## src/rtl/rv_lsu_pkg.sv

```systemverilog
// rv_lsu_pkg: FSM states, funct3 size/sign encodings and exception codes shared by the LSU.
package rv_lsu_pkg;

    typedef enum logic [1:0] {IDLE, BUSY, RESP} state_t;
    typedef enum logic [1:0] {EXC_NONE, EXC_MISALIGNED, EXC_ILLEGAL, EXC_ACCESS_FAULT} exc_t;

    localparam logic [2:0] F3_B  = 3'b000;
    localparam logic [2:0] F3_H  = 3'b001;
    localparam logic [2:0] F3_W  = 3'b010;
    localparam logic [2:0] F3_D  = 3'b011;
    localparam logic [2:0] F3_BU = 3'b100;
    localparam logic [2:0] F3_HU = 3'b101;
    localparam logic [2:0] F3_WU = 3'b110;

    function automatic logic is_illegal(input logic [2:0] f, input logic st, input int xlen);
        return f == 3'b111 || (st && f[2]) || (xlen == 32 && (f == F3_D || f == F3_WU));
    endfunction

    function automatic logic is_misaligned(input logic [2:0] f, input logic [2:0] a);
        return (f[1:0] == 2'b01 && a[0]) || (f[1:0] == 2'b10 && a[1:0] != 2'b00) ||
               (f[1:0] == 2'b11 && a != 3'b000);
    endfunction

endpackage

```

## src/rtl/rv_lsu_if.sv

```systemverilog
// rv_lsu_if: data-memory bus between the LSU (master) and the memory (slave).
interface rv_lsu_if #(parameter int XLEN = 32) ();

    logic                data_mem_request;
    logic                data_mem_we_re;
    logic [XLEN/8-1:0]   data_mem_mask;
    logic [XLEN-1:0]     dm_addr;
    logic [XLEN-1:0]     dm_store_data_out;
    logic [XLEN-1:0]     dm_load_data_in;
    logic                dm_valid;

    modport master (
        output data_mem_request, data_mem_we_re, data_mem_mask, dm_addr, dm_store_data_out,
        input  dm_load_data_in, dm_valid
    );

    modport slave (
        input  data_mem_request, data_mem_we_re, data_mem_mask, dm_addr, dm_store_data_out,
        output dm_load_data_in, dm_valid
    );

endinterface

```

## src/rtl/rv_lsu_align.sv

```systemverilog
// rv_lsu_align: byte-lane mask, store data shift and load extract/extend.
module rv_lsu_align import rv_lsu_pkg::*; #(
    parameter int XLEN = 32,
    localparam int NB = XLEN / 8,
    localparam int OW = $clog2(NB)
) (
    input  logic [2:0]      i_funct3,
    input  logic [OW-1:0]   i_off,
    input  logic [XLEN-1:0] i_store_data,
    input  logic [2:0]      i_ld_funct3,
    input  logic [OW-1:0]   i_ld_off,
    input  logic [XLEN-1:0] i_load_raw,
    output logic [NB-1:0]   o_mask,
    output logic [XLEN-1:0] o_store_data,
    output logic [XLEN-1:0] o_load_data
);

    logic [NB-1:0]   w_base;
    logic [XLEN-1:0] w_sized;
    logic [XLEN-1:0] w_sh;

    assign w_base = i_funct3[1:0] == 2'b00 ? NB'(1)  :
                    i_funct3[1:0] == 2'b01 ? NB'(3)  :
                    i_funct3[1:0] == 2'b10 ? NB'(15) : '1;
    assign o_mask = w_base << i_off;

    // trim to access size first so lanes outside the mask are driven 0
    assign w_sized = i_funct3[1:0] == 2'b00 ? XLEN'(i_store_data[7:0])  :
                     i_funct3[1:0] == 2'b01 ? XLEN'(i_store_data[15:0]) :
                     i_funct3[1:0] == 2'b10 ? XLEN'(i_store_data[31:0]) : i_store_data;
    assign o_store_data = w_sized << {i_off, 3'b000};

    assign w_sh = i_load_raw >> {i_ld_off, 3'b000};
    assign o_load_data = i_ld_funct3 == F3_B  ? XLEN'($signed(w_sh[7:0]))  :
                         i_ld_funct3 == F3_H  ? XLEN'($signed(w_sh[15:0])) :
                         i_ld_funct3 == F3_W  ? XLEN'($signed(w_sh[31:0])) :
                         i_ld_funct3 == F3_BU ? XLEN'(w_sh[7:0])           :
                         i_ld_funct3 == F3_HU ? XLEN'(w_sh[15:0])          :
                         i_ld_funct3 == F3_WU ? XLEN'(w_sh[31:0])          : w_sh;

endmodule

```

## src/rtl/rv_lsu.sv

```systemverilog
// rv_lsu: load/store unit; validates, issues and tracks one data-memory access at a time.
module rv_lsu import rv_lsu_pkg::*; #(
    parameter int XLEN    = 32,
    parameter int TIMEOUT = 16
) (
    input  logic            clk,
    input  logic            rst_n,
    input  logic            i_lsu_valid,
    input  logic            i_load,
    input  logic            i_store,
    input  logic [2:0]      i_funct3,
    input  logic [XLEN-1:0] i_addr,
    input  logic [XLEN-1:0] i_store_data,
    output logic            o_stall,
    output logic [XLEN-1:0] o_load_data,
    output logic            o_done,
    output logic            o_misaligned,
    output logic            o_illegal,
    output logic            o_access_fault,
    rv_lsu_if.master        dm
);

    localparam int NB = XLEN / 8;
    localparam int OW = $clog2(NB);
    localparam int CW = $clog2(TIMEOUT);

    state_t          r_state;
    logic [CW-1:0]   r_cnt;
    logic [2:0]      r_funct3;
    logic [OW-1:0]   r_off;
    logic            r_req;
    logic            r_we;
    logic [NB-1:0]   r_mask;
    logic [XLEN-1:0] r_addr;
    logic [XLEN-1:0] r_wdata;
    logic [XLEN-1:0] r_ldata;
    logic            r_done;
    logic            r_fault;

    exc_t            w_exc;
    logic            w_op;
    logic            w_accept;
    logic [NB-1:0]   w_mask;
    logic [XLEN-1:0] w_wdata;
    logic [XLEN-1:0] w_ldata;

    assign w_op     = i_lsu_valid && (i_load ^ i_store) && r_state == IDLE;
    assign w_exc    = is_illegal(i_funct3, i_store, XLEN)     ? EXC_ILLEGAL    :
                      is_misaligned(i_funct3, i_addr[2:0])    ? EXC_MISALIGNED : EXC_NONE;
    assign w_accept = w_op && w_exc == EXC_NONE;

    rv_lsu_align #(.XLEN(XLEN)) u_align (
        .i_funct3     (i_funct3),
        .i_off        (i_addr[OW-1:0]),
        .i_store_data (i_store_data),
        .i_ld_funct3  (r_funct3),
        .i_ld_off     (r_off),
        .i_load_raw   (dm.dm_load_data_in),
        .o_mask       (w_mask),
        .o_store_data (w_wdata),
        .o_load_data  (w_ldata)
    );

    always_ff @(posedge clk or negedge rst_n) begin
        if (!rst_n) begin
            r_state  <= IDLE;
            r_cnt    <= '0;
            r_funct3 <= '0;
            r_off    <= '0;
            r_req    <= 1'b0;
            r_we     <= 1'b0;
            r_mask   <= '0;
            r_addr   <= '0;
            r_wdata  <= '0;
            r_ldata  <= '0;
            r_done   <= 1'b0;
            r_fault  <= 1'b0;
        end else begin
            r_done  <= 1'b0;
            r_fault <= 1'b0;
            case (r_state)
                IDLE: if (w_accept) begin
                    r_state  <= BUSY;
                    r_cnt    <= '0;
                    r_req    <= 1'b1;
                    r_we     <= i_store;
                    r_mask   <= w_mask;
                    r_addr   <= {i_addr[XLEN-1:OW], OW'(0)};
                    r_wdata  <= w_wdata;
                    r_funct3 <= i_funct3;
                    r_off    <= i_addr[OW-1:0];
                end
                BUSY: if (dm.dm_valid) begin
                    r_state <= RESP;
                    r_req   <= 1'b0;
                    r_done  <= 1'b1;
                    if (!r_we) r_ldata <= w_ldata;
                end else if (r_cnt == CW'(TIMEOUT - 1)) begin
                    r_state <= IDLE;
                    r_req   <= 1'b0;
                    r_fault <= 1'b1;
                end else begin
                    r_cnt <= r_cnt + 1'b1;
                end
                default: r_state <= IDLE;
            endcase
        end
    end

    assign o_stall           = w_accept || r_state == BUSY;
    assign o_load_data       = r_ldata;
    assign o_done            = r_done;
    assign o_illegal         = w_op && w_exc == EXC_ILLEGAL;
    assign o_misaligned      = w_op && w_exc == EXC_MISALIGNED;
    assign o_access_fault    = r_fault;
    assign dm.data_mem_request  = r_req;
    assign dm.data_mem_we_re    = r_we;
    assign dm.data_mem_mask     = r_mask;
    assign dm.dm_addr           = r_addr;
    assign dm.dm_store_data_out = r_wdata;

endmodule

```

## src/flat_wrapper.sv

```systemverilog
// flat-port wrapper written by rule: the top's interface ports become plain ports
module rv_lsu_flat import rv_lsu_pkg::*;
#(
    parameter int XLEN    = 32,
    parameter int TIMEOUT = 16
)
  (clk, rst_n, i_lsu_valid, i_load, i_store, i_funct3, i_addr, i_store_data, o_stall, o_load_data, o_done, o_misaligned, o_illegal, o_access_fault, dm_data_mem_request, dm_data_mem_we_re, dm_data_mem_mask, dm_dm_addr, dm_dm_store_data_out, dm_dm_load_data_in, dm_dm_valid);
  rv_lsu_if #(.XLEN(XLEN)) dm_i ();
  input  logic clk;
  input  logic rst_n;
  input  logic i_lsu_valid;
  input  logic i_load;
  input  logic i_store;
  input  logic [2:0] i_funct3;
  input  logic [XLEN-1:0] i_addr;
  input  logic [XLEN-1:0] i_store_data;
  output logic o_stall;
  output logic [XLEN-1:0] o_load_data;
  output logic o_done;
  output logic o_misaligned;
  output logic o_illegal;
  output logic o_access_fault;
  output wire logic [$bits(dm_i.data_mem_request)-1:0] dm_data_mem_request;
  output wire logic [$bits(dm_i.data_mem_we_re)-1:0] dm_data_mem_we_re;
  output wire logic [$bits(dm_i.data_mem_mask)-1:0] dm_data_mem_mask;
  output wire logic [$bits(dm_i.dm_addr)-1:0] dm_dm_addr;
  output wire logic [$bits(dm_i.dm_store_data_out)-1:0] dm_dm_store_data_out;
  input wire logic [$bits(dm_i.dm_load_data_in)-1:0] dm_dm_load_data_in;
  input wire logic [$bits(dm_i.dm_valid)-1:0] dm_dm_valid;
  assign dm_data_mem_request = dm_i.data_mem_request;
  assign dm_data_mem_we_re = dm_i.data_mem_we_re;
  assign dm_data_mem_mask = dm_i.data_mem_mask;
  assign dm_dm_addr = dm_i.dm_addr;
  assign dm_dm_store_data_out = dm_i.dm_store_data_out;
  assign dm_i.dm_load_data_in = dm_dm_load_data_in;
  assign dm_i.dm_valid = dm_dm_valid;
  rv_lsu #(.XLEN(XLEN), .TIMEOUT(TIMEOUT)) u_core (.clk(clk), .rst_n(rst_n), .i_lsu_valid(i_lsu_valid), .i_load(i_load), .i_store(i_store), .i_funct3(i_funct3), .i_addr(i_addr), .i_store_data(i_store_data), .o_stall(o_stall), .o_load_data(o_load_data), .o_done(o_done), .o_misaligned(o_misaligned), .o_illegal(o_illegal), .o_access_fault(o_access_fault), .dm(dm_i));
endmodule
```

## config.mk

```make
export PLATFORM = sky130hd
export DESIGN_NAME = rv_lsu_flat
export DESIGN_NICKNAME = d
export VERILOG_FILES = /design/src/rtl/rv_lsu_pkg.sv /design/src/rtl/rv_lsu_if.sv /design/src/rtl/rv_lsu_align.sv /design/src/rtl/rv_lsu.sv /design/src/flat_wrapper.sv
export SDC_FILE = /design/constraint.sdc
export NUM_CORES = 1
export LEC_CHECK = 0
export ABC_AREA = 1
export ABC_CLOCK_PERIOD_IN_PS = 2100
export CORE_MARGIN = 2
export CORE_UTILIZATION = 45
export CTS_CLUSTER_DIAMETER = 150
export DETAILED_ROUTE_END_ITERATION = 16
export GPL_ROUTABILITY_DRIVEN = 0
export PLACE_DENSITY = 0.87
export SETUP_SLACK_MARGIN = 0.02
export SLEW_MARGIN = 20
export SYNTH_ARGS = -nofsm -noshare
export SYNTH_HDL_FRONTEND = slang
export SYNTH_SLANG_ARGS = --single-unit
```

## constraint.sdc

```tcl
create_clock -name clk -period 2.1 [get_ports clk]
set_input_delay 0.525 -clock clk [delete_from_list [all_inputs] [get_ports clk]]
set_output_delay 0.525 -clock clk [all_outputs]
set_load 0.05 [all_outputs]
```

==> run_summary.xml <==
<?xml version="1.0" encoding="UTF-8"?>
<metrics>
  <group name="placed_design">
    <metric name="place.detailed.instances" unit="">1135</metric>
    <metric name="placedInstanceArea" unit="mm^2">0.00804</metric>
    <metric name="detailedPlacementHpwl" unit="mm">11.9</metric>
    <metric name="buffer_ports.inserted" unit="">209</metric>
  </group>
  <group name="die">
    <metric name="die_width" unit="um">117</metric>
    <metric name="die_area" unit="mm^2">0.0136</metric>
    <metric name="coreArea" unit="mm^2">0.0125</metric>
    <metric name="ios" unit="">212</metric>
    <metric name="initial_utilization" unit="%">45.7</metric>
    <metric name="floorplan.rows" unit="">41</metric>
    <metric name="height_of_the_die" unit="um">117</metric>
  </group>
  <group name="final_layout">
    <metric name="area.growth.synth_to_final" unit="%">49.9</metric>
    <metric name="finish.net_count" unit="">1089</metric>
    <metric name="n_fill_cell" unit="">1044</metric>
    <metric name="most-common-layout-cells" unit="">355 x nand2_1, 113 x dfrtp_1, 96 x clkdlybuf4s50_1, 84 x dlygate4sd2_1, 54 x nand3_1</metric>
    <metric name="post_route_standard_cell_area_excluding_fillers" unit="mm^2">0.00858</metric>
    <metric name="final_cell_count_no_fill" unit="">1169</metric>
    <metric name="layout_commonest_cell" unit="">nand2_1</metric>
    <metric name="layout-drive-gt1-share" unit="%">11.0</metric>
  </group>
  <group name="timing">
    <metric name="worst_slack" unit="ps">-48.9</metric>
    <metric name="final_min_period_over_clock_period" unit="%">102</metric>
    <metric name="timing.setup.tns" unit="ps">-73.8</metric>
    <metric name="worst_clock_skew" unit="ps">10.6</metric>
    <metric name="tightestPinTransition" unit="ps">598</metric>
    <metric name="hold_viol_final" unit="">0</metric>
    <metric name="pins_over_slew_limit" unit="">0</metric>
    <metric name="period_needed" unit="ps">2150</metric>
    <metric name="maxSlewHeadroom" unit="%">60.1</metric>
    <metric name="achievable-frequency" unit="MHz">465</metric>
    <metric name="rsz0062_at_grt" unit="">yes</metric>
    <metric name="final-setup-viol-count" unit="">2</metric>
  </group>
  <group name="synthesis">
    <metric name="yosys_warning_total" unit="">0</metric>
    <metric name="synth.avg_cell_area" unit="um^2">7.37</metric>
    <metric name="synth_seq_area_share" unit="%">49.4</metric>
    <metric name="register_bit_count_reported_by_yosys" unit="">113</metric>
    <metric name="synth.distinct_cells" unit="">27</metric>
    <metric name="netlist_area" unit="mm^2">0.00572</metric>
    <metric name="syn_inst" unit="">776</metric>
  </group>
  <group name="clocking">
    <metric name="post_cts_hold_buffer_count" unit="">0</metric>
    <metric name="clock_tree_from_tritoncts" unit="">done</metric>
    <metric name="htree_levels" unit="">4</metric>
    <metric name="ctsLongestPathBuffers" unit="">2</metric>
    <metric name="cts_root_buffer" unit="">clkbuf_16</metric>
    <metric name="clk_latency_worst_skew_pair" unit="ps">410</metric>
    <metric name="numClockSinks" unit="">113</metric>
    <metric name="worst_setup_hold_path_clk_slew" unit="ps">60</metric>
    <metric name="tritoncts.num_buffers" unit="">17</metric>
  </group>
  <group name="worst_hold_path">
    <metric name="worst_hold_path_type" unit="">input port to asynchronous set/reset pin</metric>
  </group>
  <group name="power">
    <metric name="power.leakage" unit="nW">4.45</metric>
    <metric name="clock_power_share" unit="%">25.0</metric>
    <metric name="combinational_share_of_power" unit="%">46.6</metric>
    <metric name="power.share.switching" unit="%">47.1</metric>
    <metric name="cellInternalPower" unit="W">0.00622</metric>
    <metric name="switching_power_of_the_nets" unit="W">0.00554</metric>
    <metric name="pwr-share-seq" unit="%">28.4</metric>
    <metric name="power_density" unit="mW/mm^2">1370</metric>
    <metric name="peakVddDrop" unit="mV">0.676</metric>
  </group>
  <group name="drt">
    <metric name="via_count" unit="">5949</metric>
    <metric name="postRouteAntennaNets" unit="">0</metric>
    <metric name="drt_pass1_iterations" unit="">6</metric>
    <metric name="wl_per_cell" unit="um">14.8</metric>
    <metric name="route.detailed.vias_per_inst" unit="">5.09</metric>
    <metric name="drcViolationCount" unit="">0</metric>
    <metric name="routed_wl" unit="mm">17.3</metric>
    <metric name="dr.first_iter.drc_count" unit="">576</metric>
  </group>
  <group name="critical_path">
    <metric name="startpoint_type" unit="">input port</metric>
    <metric name="ff2ff_setup_slack" unit="ps">260</metric>
    <metric name="worst_r2r_endpoint" unit="">u_core.o_load_data[16]</metric>
    <metric name="timing_worst_setup_path_type" unit="">input port to primary output</metric>
    <metric name="start_of_the_worst_register_to_register_path" unit="">u_core.r_off[1]</metric>
    <metric name="worstPathArrival" unit="ps">1620</metric>
    <metric name="critical_path.endpoint_type" unit="">primary output</metric>
    <metric name="worst_r2r_path_depth" unit="">7</metric>
    <metric name="worst-path-max-fanout" unit="">2</metric>
    <metric name="cp_data_required_time" unit="ps">1570</metric>
  </group>
  <group name="outcome">
    <metric name="failed_checks" unit="">setup timing</metric>
    <metric name="run_status" unit="">finished, violations left</metric>
  </group>
  <group name="grt">
    <metric name="globalRoute.totalOverflow" unit="">0</metric>
    <metric name="grt_first_pass_wirelength" unit="mm">27.4</metric>
    <metric name="initial_antenna_violation_count" unit="">0</metric>
    <metric name="number_of_global_route_vias_before_repair" unit="">5578</metric>
    <metric name="global_route.usage.total" unit="%">25.9</metric>
    <metric name="grt_start_max_net_pins" unit="">114</metric>
  </group>
  <group name="flow_run">
    <metric name="max_cap_viol_count" unit="">0</metric>
  </group>
</metrics>
power groups by stage:
stage                     clock network [W]  registers [W]  logic [W]
after floorplan                           0        0.00565    0.00146
after global placement                    0        0.00336    0.00574
after detailed placement                  0        0.00336    0.00584
after CTS                           0.00299        0.00333    0.00549
after global routing                0.00309        0.00342    0.00585
final                               0.00294        0.00334    0.00548
through the flow:
| step | hold WS (ps) | utilization [%] | setup WS, ps | power, W |
|---|---|---|---|---|
| after floorplan | 229 | - | -12.1 | 0.00711 |
| after global placement | 461 | 64.2 | -299 | 0.00910 |
| after detailed placement | 464 | 64.2 | -380 | 0.00920 |
| after CTS | 218 | 68.6 | -44.8 | 0.0118 |
| after global routing | 231 | 68.5 | -94.5 | 0.0124 |
| final | 188 | 68.5 | -48.9 | 0.0118 |
synth_stat cells:
cell type,instances,area (um^2)
a21boi_0,5,37.5
a21oi_1,35,175
a21oi_2,3,26.3
a31oi_1,1,6.26
buf_1,6,22.5
buf_2,17,85.1
buf_4,8,60.1
buf_6,6,67.6
clkbuf_1,13,48.8
conb_1,1,3.75
dfrtp_1,113,2830
ha_1,1,12.5
inv_1,27,101
inv_2,3,11.3
nand2_1,358,1340
nand2_2,2,12.5
nand3_1,54,270
nand3b_1,7,52.6
nor2_1,45,169
nor2_2,1,6.26
nor3_1,1,5.00
nor3b_1,1,7.51
o211ai_1,7,52.6
o21ai_0,54,270
o21ai_1,3,15.0
or2_2,2,12.5
xor2_1,2,17.5
flip-flops by register name, summed over array words and instances (netlist names):
register and cells:
u_core.r_state 2, u_core.r_cnt 4, u_core.o_done 1, u_core.dm.data_mem_mask 4, u_core.r_off 2, u_core.dm.data_mem_we_re 1
u_core.dm.dm_store_data_out 32, u_core.dm.data_mem_request 1, u_core.o_load_data 32, u_core.dm.dm_addr 30, u_core.r_funct3 3, u_core.o_access_fault 1
routing by layer:
metal,part of all wire (%),routed length (um),vias to the layer above,GRT usage [%]
met3,8.6,1490,31,6.43
met4,2.2,380,0,9.65
met1,40,6940,2738,33.8
met2,49,8520,303,41.9
met5,0,0,-,0
li1,-,-,2877,-
worst max-delay path: stages:
cell and delay, ps:
clkdlybuf4s50_1 410, inv_2 80, a21oi_2 60, a21oi_2 230, nand2_4 120, nand2_8 70, buf_12 130
kinds of logic (layout without fill, tap and decap cells):
| logic type | Yosys count | in the layout | synth area share [%] |
|---|---|---|---|
| adder cells (fa/ha/maj) | 1 | 1 | 0.219 |
| buffers and inverters | 80 | 299 | 6.93 |
| other | 1 | 3 | 0.0656 |
| flip-flops | 113 | 113 | 49.4 |
| AO/OA/AOI/OAI | 108 | 108 | 10.2 |
| AND/OR/NAND/NOR | 471 | 471 | 32.9 |
| XOR/XNOR | 2 | 2 | 0.306 |
worst max-delay path by stage:
stage                                 start            to  depth (start not counted)  slack, ps
final                             i_addr[2]       o_stall                          7        -50
after global routing      u_core.r_state[0]       o_stall                          6        -90
after CTS                 u_core.r_state[0]       o_stall                          6        -40
after detailed placement        i_funct3[1]       o_stall                          7       -380
after global placement          i_funct3[1]       o_stall                          8       -300
after floorplan                 i_funct3[1]  o_misaligned                          6        -10
final cells by class:
class                      count  area [um^2]  share of cell area [%]
sequential                   113         2830                    33.0
multi-input combinational    584         2570                    30.0
timing repair buffer         237         2250                    26.2
clock buffer                  18          429                    5.00
tap                          172          215                    2.51
clock inverter                14          169                    1.97
inverter                      30          113                    1.31
antenna                        1         2.50                  0.0292
what timing repair did:
item,4_1_cts,5_1_grt
hold endpoints to repair,0,0
gates resized for setup,105,3
pin swaps,8,3
endpoints found under the setup margin,82,3
buffers inserted,1,0
Note: power is estimated with default switching activity, not from simulation.
==> RTL edit 1 (same flow settings) <==
`TIMEOUT` is set to 16 in 2 places; all go to 8.
--- a/src/rtl/rv_lsu.sv
+++ b/src/rtl/rv_lsu.sv
@@ -1,7 +1,7 @@
 // rv_lsu: load/store unit; validates, issues and tracks one data-memory access at a time.
 module rv_lsu import rv_lsu_pkg::*; #(
     parameter int XLEN    = 32,
-    parameter int TIMEOUT = 16
+    parameter int TIMEOUT = 8
 ) (
     input  logic            clk,
     input  logic            rst_n,
--- a/src/flat_wrapper.sv
+++ b/src/flat_wrapper.sv
@@ -2,7 +2,7 @@
 module rv_lsu_flat import rv_lsu_pkg::*;
 #(
     parameter int XLEN    = 32,
-    parameter int TIMEOUT = 16
+    parameter int TIMEOUT = 8
 )
   (clk, rst_n, i_lsu_valid, i_load, i_store, i_funct3, i_addr, i_store_data, o_stall, o_load_data, o_done, o_misaligned, o_illegal, o_access_fault, dm_data_mem_request, dm_data_mem_we_re, dm_data_mem_mask, dm_dm_addr, dm_dm_store_data_out, dm_dm_load_data_in, dm_dm_valid);
   rv_lsu_if #(.XLEN(XLEN)) dm_i ();
Check against the original RTL: no difference found for any inputs over 4 cycles, from zero or initial values and one cycle with rst_n low; that may be too few to reach the edited logic, so the function may still have changed.
==> RTL edit 1 against the unedited design <==
Final area down 0.10%. Critical endpoint is now dm_dm_addr[19]. Wire length up 0.36%. Sequential share of layout area down 0.26 points. Global-route usage down 0.95 points. Clock power down 42%. Sequential cell count down 1. Worst setup slack better by 48 ps. Total power down 5.2%. First-iteration DRC count up 1.7%. Synthesized cell count down 4.8%. The run still ends with negative setup slack left. Clock skew down 4.7 ps. Largest power group unchanged. Area after synthesis up 1.9%.
==> RTL edit 1: results (changes against the unedited design) <==
| Metric | Value |
|---|---|
| Vias/cell | `5.17 (+1.6%)` |
| Crit path DAT | `1580 ps (-40 ps)` |
| Final wirelength | `17,400 um (+0.36%)` |
| Peak per-stage delay on the critical path | `840 ps (+430 ps)` |
| Final setup violating endpoints | `1 (-1)` |
| Post-Synth Adder-Cell Area | `0.00429 (+0.00211)` |
| Fin Clk Skew | `5.88 ps (-4.68 ps)` |
| Initial antenna violation count | `1 (+1)` |
| Post-DP HPWL | `12,700 um (+6.2%)` |
| # H-tree levels | `3 (-1)` |
| Iteration-0 DRC Markers | `586 (+1.7%)` |
| Worst vdd ir | `0.687 mV (+1.6%)` |
| Failing checks | `negative setup slack` |
| Setup ws final | `-0.598 ps (+48.3 ps)` |
| Clk Latency, worst-skew pair | `350 ps (-60 ps)` |
| GR Util All Layers | `0.249 (-0.00945)` |
| Ranking of synthesized cells by area | `dfrtp_1, nand2_1, o21ai_2` |
| Post-Place Cells | `1,103 (-2.8%)` |
| Worst-path clk slew | `80 ps (+20 ps)` |
| First-pass GRT wire length | `27,900 um (+1.9%)` |
| # fillers | `1,028 (-1.5%)` |
| Final std cells w/o fill | `1,123 (-3.9%)` |
| Post-synth cell types | `29 (+7.4%)` |
| Max transition margin | `0.584 (-0.0176)` |
| Dpl ws | `-416 ps (-35.8 ps)` |
| Post-synthesis xor/xnor area fraction | `0.00150 (-0.00156)` |
| Number of global-route vias before repair | `5,572 (-0.11%)` |
| Drt pass-1 iters | `5 (-1)` |
| Total leakage power | `4.59 nW (+3.0%)` |
| Share of layout cells above drive strength 1 | `0.166 (+0.0559)` |
| Syn Inst Count | `739 (-4.8%)` |
| Status | `finished with violations` |
## RTL edit 1: cell type report
class                      count  area [um^2]  share of cell area
sequential                   112         2800               0.327
multi-input combinational    545         2660               0.310
timing repair buffer         244         2460               0.288
clock buffer                   9          225              0.0263
tap                          172          215              0.0251
inverter                      33          124              0.0145
clock inverter                 7         78.8             0.00920
antenna                        1         2.50            0.000292
## RTL edit 1: report_power, final
| part | switching (mW) | internal [mW] | total, mW | leakage [nW] |
|---|---|---|---|---|
| Sequential | 0.485 | 2.90 | 3.39 | 1.41 |
| Clock | 0.861 | 0.844 | 1.70 | 0.147 |
| Combinational | 4.13 | 1.92 | 6.05 | 3.03 |
## RTL edit 1: metal layers
metal  vias up  wire length, um  GRT usage
met4         0              353     0.0806
li1       2792                -          -
met1      2709             7030      0.323
met2       276             8490      0.409
met5         -                0          0
met3        28             1520     0.0644
## RTL edit 1: cell families after synthesis
| kind of cell | count (synthesis) |
|---|---|
| flip-flops | 112 |
| XOR/XNOR | 1 |
| buffers and inverters | 83 |
| AND/OR/NAND/NOR | 403 |
| other | 1 |
| adder cells (fa/ha/maj) | 2 |
| AO/OA/AOI/OAI | 137 |
## RTL edit 1: path summary, 6_finish.rpt
check	start	endpoint	slack, ps	depth (start not counted)
max	u_core.dm.dm_addr[19]	dm_dm_addr[19]	-0.6	1
min	rst_n	u_core.o_load_data[5]	100	1
max reg2reg	u_core.r_state[1]	u_core.dm.dm_addr[30]	270	10
min reg2reg	u_core.dm.dm_addr[17]	u_core.dm.dm_addr[17]	490	2
max in group asynchronous	rst_n	u_core.dm.dm_store_data_out[24]	1420	2
min in group clk	u_core.dm.dm_addr[17]	u_core.dm.dm_addr[17]	490	2
## RTL edit 1: through the flow
step           area, um^2  TNS (ps)  utilization  total power [mW]
2_1_floorplan        5850         0            -              7.39
3_3_place_gp         8110    -22850        0.642              9.41
3_5_place_dp         8110    -24540        0.642              9.53
4_1_cts              8440         0        0.669              11.2
5_1_grt              8570     -53.4        0.679              11.7
6_report             8570    -0.598        0.679              11.1
## RTL edit 1: timing repair
item / in CTS / in global routing
buffers inserted: 1 / 2
resized for setup: 38 / 41
endpoints found under the setup margin: 21 / 43
pin swaps: 6 / 4
==> RTL edit 2 (same settings) <==
Made on the original files. Make the reset (`rst_n`) synchronous in one clocked block.
--- a/src/rtl/rv_lsu.sv
+++ b/src/rtl/rv_lsu.sv
@@ -61,7 +61,7 @@
         .o_load_data  (w_ldata)
     );
 
-    always_ff @(posedge clk or negedge rst_n) begin
+    always_ff @(posedge clk) begin
         if (!rst_n) begin
             r_state  <= IDLE;
             r_cnt    <= '0;
Function: differs if rst_n is asserted again (counterexample within 4 cycles, from zero or initial values and one cycle with rst_n low); with rst_n held inactive, the same outputs for 4 cycles.
==> RTL edit 2 against the unedited design <==
Wire length rose by 4.8%. Global-route usage rose by 1.9 points. Area after synthesis fell by 4.2%. Final area fell by 0.98%. Sequential cell count did not move. Worst setup slack improved by 99 ps. Critical endpoint is now o_load_data[16]. Highest routed layer unchanged.
Power is not compared: it rests on default switching activity, and its combinational part moved more than twofold at a synthesized area within 25%.
==> RTL edit 2: results (changes against the unedited design) <==
| Metric | Value |
|---|---|
| Status | `complete, no violations` |
| Number of global-route vias before repair | `5,920 (+6.1%)` |
| GR Util All Layers | `0.277 (+0.0186)` |
| Min-Delay Path Class | `input port to flip-flop` |
| Post-synth cell types | `25 (-7.4%)` |
| R2R Path Start | `u_core.r_off[0]` |
| Syn Inst Count | `860 (+11%)` |
| Met3 WL | `1490 um (about the same)` |
| Crit path DAT | `1520 ps (-100 ps)` |
| Final wirelength | `18,200 um (+4.8%)` |
| # fillers | `951 (-8.9%)` |
| Met2 WL post-DR | `8920 um (+4.7%)` |
| WHS | `447 ps (+260 ps)` |
| Fin Clk Skew | `5.18 ps (-5.37 ps)` |
| Reg2reg setup slack | `220 ps (-40 ps)` |
| Clock network share of area | `0.0660 (-0.00373)` |
| Nets@finish | `1,182 (+8.5%)` |
| Synth Area in Compound Gates | `0.159 (+0.0568)` |
| Drt pass-1 iters | `7 (+1)` |
| Area of placed instances | `7880 um^2 (-1.9%)` |
| Reg2reg end | `u_core.o_load_data[23]` |
| Met1 Use GR | `0.329 (-0.00989)` |
| Seq/Total Area, Yosys | `0.413 (-0.0815)` |
| #MultiIn Comb | `649 (+11%)` |
| Layout non-clock buf frac | `0.289 (+0.0272)` |
| Worst reg2reg path depth | `5 (-2)` |
| Iteration-0 DRC Markers | `591 (+2.6%)` |
| Seq/total area | `0.266 (-0.0632)` |
| Wl on met1 | `7390 um (+6.5%)` |
| Max transition margin | `0.468 (-0.133)` |
| Post-synthesis xor/xnor area fraction | `0.00160 (-0.00146)` |
| Met2 Use GR | `0.480 (+0.0613)` |
| Inverters, non-clock | `44 (+47%)` |
| Post-Synth Adder-Cell Area | `0.00228 (+0.0000959)` |
| Multi-input gate area | `2860 um^2 (+11%)` |
| Ranking of synthesized cells by area | `dfxtp_1, nand2_1, nor2_1` |
| M3 GR Usage | `0.0768 (+0.0124)` |
| Signal buffers | `251 (+5.9%)` |
| Design area | `8490 um^2 (-0.98%)` |
## RTL edit 2: timing repair
action,4_1_cts,5_1_grt
gates cloned,0,0
resized for setup,88,42
setup endpoints to repair,66,30
buffers inserted,1,1
pin swaps,7,7
endpoints found under the hold margin,0,0
## RTL edit 2: report_power, final
group | switching [mW] | internal [mW]
Combinational | 0.669 | 0.447
Clock | 0.947 | 1.73
Sequential | 0.0358 | 2.21
## RTL edit 2: worst max-delay path by stage
stage | startpoint | to | depth (start not counted) | slack [ps]
CTS | i_funct3[2] | o_stall | 7 | -20
detailed placement | i_funct3[1] | o_stall | 7 | -310
finish | u_core.o_load_data[16] | o_load_data[16] | 1 | 50
floorplan | i_addr[1] | o_misaligned | 5 | 7
global placement | i_funct3[1] | o_stall | 7 | -260
global route | i_store | o_stall | 7 | 20
## RTL edit 2: kinds of logic after synthesis
family / Yosys count
AO/OA/AOI/OAI: 168
XOR/XNOR: 1
adder cells (fa/ha/maj): 1
buffers and inverters: 99
flip-flops: 113
other: 1
AND/OR/NAND/NOR: 477
